==> config.mk <==
export PLATFORM = sky130hd
export DESIGN_NAME = hls_deadlock_report_ctrl
export DESIGN_NICKNAME = d
export VERILOG_FILES = /design/src/rtl/hls_deadlock_report_ctrl.sv
export SDC_FILE = /design/constraint.sdc
export NUM_CORES = 1
export LEC_CHECK = 0
export CAP_MARGIN = 20
export CORE_AREA = 2 2 56 110
export DETAILED_ROUTE_END_ITERATION = 6
export DIE_AREA = 0 0 58 112
export PLACE_DENSITY = 0.7
export SLEW_MARGIN = 20
export SYNTH_ARGS = -nofsm -noshare
export SYNTH_HDL_FRONTEND = slang
export SYNTH_SLANG_ARGS = --single-unit
==> constraint.sdc <==
create_clock -name clock -period 6.4 [get_ports clock]
set_input_delay 1.28 -clock clock [delete_from_list [all_inputs] [get_ports clock]]
set_output_delay 1.28 -clock clock [all_outputs]
set_load 0.02 [all_outputs]
==> src/rtl/hls_deadlock_report_ctrl.sv <==
// Deadlock report controller: confirms persistent per-monitor blocking and
// hands confirmed monitors to a consumer one at a time in round-robin order.
module hls_deadlock_report_ctrl #(
  parameter int N_MON    = 4,
  parameter int THRESH_W = 8,
  parameter int IDX_W    = 2
) (
  input  logic                clock,
  input  logic                reset,
  input  logic                enable,
  input  logic                clear,
  input  logic [THRESH_W-1:0] cfg_thresh,
  input  logic [N_MON-1:0]    mon_block,
  output logic                rpt_valid,
  input  logic                rpt_ready,
  output logic [IDX_W-1:0]    rpt_idx,
  output logic [N_MON-1:0]    pending_vec,
  output logic                deadlock
);

  typedef enum logic {IDLE, REPORT} state_t;

  state_t              state, state_next;
  logic [THRESH_W-1:0] cnt [N_MON];
  logic [N_MON-1:0]    armed;
  logic [N_MON-1:0]    confirm;
  logic [THRESH_W-1:0] thresh_m1;
  logic [IDX_W-1:0]    rr_ptr, rr_next, idx_next, sel_idx;
  logic                found;
  logic [N_MON-1:0]    ack_mask;
  logic [N_MON-1:0]    pend_rot;
  logic [IDX_W:0]      pos;

  // A zero threshold behaves like one; confirmation fires on the T-1 -> T step.
  assign thresh_m1 = (cfg_thresh == '0) ? '0 : cfg_thresh - THRESH_W'(1);

  always_comb begin
    confirm = '0;
    for (int i = 0; i < N_MON; i++) begin
      confirm[i] = enable && mon_block[i] && armed[i] && (cnt[i] == thresh_m1);
    end
  end

  // armed drops at confirmation and only a low mon_block sample restores it,
  // so a counter that passes T again after a threshold change cannot re-fire.
  always_ff @(posedge clock) begin
    if (reset || clear) begin
      for (int i = 0; i < N_MON; i++) begin
        cnt[i] <= '0;
      end
      armed <= '1;
    end else begin
      for (int i = 0; i < N_MON; i++) begin
        if (!enable || !mon_block[i]) begin
          cnt[i] <= '0;
        end else if (cnt[i] != '1) begin
          cnt[i] <= cnt[i] + THRESH_W'(1);
        end
        if (!mon_block[i]) begin
          armed[i] <= 1'b1;
        end else if (confirm[i]) begin
          armed[i] <= 1'b0;
        end
      end
    end
  end

  // Rotate pending bits so bit 0 corresponds to rr_ptr, then take the lowest set bit.
  assign pend_rot = N_MON'({pending_vec, pending_vec} >> rr_ptr);

  always_comb begin
    found   = 1'b0;
    sel_idx = '0;
    pos     = '0;
    for (int k = N_MON - 1; k >= 0; k--) begin
      if (pend_rot[k]) begin
        found = 1'b1;
        pos   = {1'b0, rr_ptr} + (IDX_W + 1)'(k);
        if (pos >= (IDX_W + 1)'(N_MON)) begin
          pos = pos - (IDX_W + 1)'(N_MON);
        end
        sel_idx = pos[IDX_W-1:0];
      end
    end
  end

  always_comb begin
    state_next = state;
    idx_next   = rpt_idx;
    rr_next    = rr_ptr;
    ack_mask   = '0;
    case (state)
      IDLE: begin
        if (found) begin
          idx_next   = sel_idx;
          state_next = REPORT;
        end
      end
      REPORT: begin
        if (rpt_ready) begin
          ack_mask   = N_MON'(1) << rpt_idx;
          rr_next    = (rpt_idx == IDX_W'(N_MON - 1)) ? '0 : rpt_idx + IDX_W'(1);
          state_next = IDLE;
        end
      end
      default: state_next = IDLE;
    endcase
  end

  // A confirmation landing on the index being acknowledged survives (set wins).
  always_ff @(posedge clock) begin
    if (reset || clear) begin
      state       <= IDLE;
      rpt_idx     <= '0;
      rr_ptr      <= '0;
      pending_vec <= '0;
      deadlock    <= 1'b0;
    end else begin
      state       <= state_next;
      rpt_idx     <= idx_next;
      rr_ptr      <= rr_next;
      pending_vec <= (pending_vec & ~ack_mask) | confirm;
      deadlock    <= deadlock | (|confirm);
    end
  end

  assign rpt_valid = (state == REPORT);

endmodule
==> results.toml <==
[global_routing]
grt_max_degree = 16
grt_pass1_wl_microns = 11740
first_global_vias = 2466
grt.total_usage_pct = 23.68
antenna_found_initial = 0
overflow = 0

[layout]
seq_area_sq_um = 1241
fin_area_sq_um = 3467
drive_gt1_share_pct = 7.102
synthToLayoutAreaGrowth_pct = 14.36
multi_input_area_sq_um = 1665
final_util_pct = 61.25
diodes = 0
fillers = 522
nets = 377

[critical_path]
cp.arrival_ps = 4390
worst_setup_path_start_kind = "input pin"
end_kind = "register"
cp_max_fo = 11
worstSetupPathType = "in2reg"
required_ps = 6640

[sta]
final_max_slew_viol_count = 0
final-setup-viol-count = 0
hold_violations = 0
period_needed_ps = 4148
relSlewSlack_pct = 52.40
max_freq_ghz = 0.2411
setup_tns_ps = 0
fin_worst_skew_ps = 3.585
rsz0062_at_grt = "no"
tightest_slew_ps = 694.1
fin_crit_sh_pct = 64.81
hold_slack_ps = 493.5

[power]
power.density_nw_per_um2 = 195.8
ir_drop_v = 0.0002342
power_uw = 678.9
p_leak_nw = 1.261

[synthesis]
yosysMostFrequentCell = "nor2_1"
synth_warnings = 0
synth_top_area_cell = "edfxtp_1"
synth_edf_count = 32
yosysTopAreaCellShare_pct = 31.70
syn_area_per_cell_sq_um = 9.159
synth_cell_types = 55
synth_area_leaders = "edfxtp_1, dfxtp_1, xor2_1, xnor2_1, nor2_1"
postSynthRegisterBits = 46
synth_ff_type = "edfxtp_1"
synth_area_sq_um = 3032
synth_commonest_cells = "nor2_1, edfxtp_1, xor2_1"
synthArstFlopShare_pct = 0
ys_seq_area_share_pct = 40.94
synth_cells = 331
syn-num-nets = 357

[placed_design]
portBuffers = 24
dpl_cell_area_sq_um = 3293
place_congestion = 0.8595
hpwl_microns = 5473

[cts]
clk_latency_ps = 300
clockBufferDepth = 2
cts_hold_buffers = 0
cts_buffers = 5
cts_tree = "done"
cts_resized = 0
clock_tree.root_cell = "clkbuf_16"
cts.sinks = 46
cts_setup_buffers = 0
cts_max_level = 2
path_clk_slew_ps = 60

[flow_run]
maxCapViolCount = 0

[route]
viasPerCell = 5.923
drc = 0
num_vias = 2446
firstDrtPassIters = 4
dr.first_iter.drc_count = 109
ant_nets = 0
wl_microns = 6990
wire_per_inst_microns = 16.92

[die]
ios = 25
die_h_microns = 112
std_cell_rows = 39
start_util_pct = 53.56
die-area_sq_um = 6496
core-area_sq_um = 5660
die_width_microns = 58

[run_status]
status = "completed"

[hold_path]
hp-class = "reg2reg"
cell usage in the layout (no fill, tap or decap), types with 3 or more instances in the layout:
| cell type | Yosys | layout |
|---|---|---|
| ha_1 | 9 | 9 |
| nor4_1 | 6 | 6 |
| nand2b_1 | 4 | 4 |
| o21ai_0 | 5 | 5 |
| o211ai_1 | 5 | 5 |
| inv_1 | 18 | 18 |
| a21boi_0 | 3 | 3 |
| nor2_1 | 51 | 51 |
| nand2_1 | 17 | 17 |
| nor3_1 | 8 | 7 |
| mux2i_1 | 3 | 3 |
| clkbuf_16 | 0 | 5 |
| and3_1 | 6 | 6 |
| edfxtp_1 | 32 | 32 |
| xnor2_1 | 23 | 23 |
| nand3_1 | 22 | 22 |
| a21oi_1 | 12 | 12 |
| o21a_1 | 3 | 3 |
| a31oi_1 | 3 | 3 |
| dfxtp_1 | 14 | 14 |
| nand4_1 | 5 | 5 |
| or2_2 | 7 | 7 |
| clkdlybuf4s50_1 | 0 | 24 |
| xor2_1 | 27 | 27 |
flip-flops by register name, summed over array words and instances, names as in the netlist:
name         flops
armed            4
rpt_idx          2
pending_vec      4
cnt             32
deadlock         1
rpt_valid        1
rr_ptr           2
routing by layer:
layer  wire, microns  track usage, %  up-vias  share of wire (%)
met5               0               0        -                  0
met4             255           12.09        0                3.6
met3             182           3.020       15                2.6
met2            3976           44.24       46                 57
met1            2575           24.37     1168                 37
li1                -               -     1217                  -
logic make-up (layout without fill, tap and decap cells):
group,after synthesis,in the layout,share of synthesized area [%]
flops,46,46,40.94
fa+ha+maj,9,9,3.714
mux,3,3,0.9905
compound gates,51,51,12.01
simple gates,142,142,23.61
buf+inv,30,51,4.292
xor+xnor,50,50,14.44
stage by stage:
step | setup WS, ps | cells
6_report | 2252 | 413
5_1_grt | 1852 | 413
4_1_cts | 2290 | 413
3_5_place_dp | 1972 | 405
3_3_place_gp | 2072 | 405
2_1_floorplan | 2964 | 331
critical path, stage by stage:
cell	delay [ps]
clkdlybuf4s50_1	620
inv_1	210
ha_1	230
nor4b_1	610
a22o_2	340
xnor2_1	80
nor3_1	170
nand3_1	90
nor4_1	530
o41a_1	220
final cells by class:
cell class                      count  share of cell area [%]
Clock buffer                        5                   3.609
Clock inverter                      3                   1.263
Inverter                           18                   1.949
Multi-Input combinational cell    255                   48.03
Sequential cell                    46                   35.80
Tap cell                           61                   2.201
Timing Repair Buffer               25                   7.145
where the power goes:
part / leakage, nW / total, mW / switching, mW / internal [mW]
sequential: 0.507 / 0.317 / 0.00161 / 0.315
clock: 0.0842 / 0.304 / 0.119 / 0.185
combinational: 0.669 / 0.0586 / 0.0322 / 0.0264
total: 1.26 / 0.679 / 0.152 / 0.526
final timing paths:
kind	startpoint	to	slack (ps)	cells after the start
min	armed[1]	armed[1]	490	2
max reg2reg	cnt[3][7]	deadlock	4580	7
max	cfg_thresh[0]	deadlock	2250	10
min reg2reg	armed[1]	armed[1]	490	2
No activity file was read; power rests on OpenSTA's default activity.
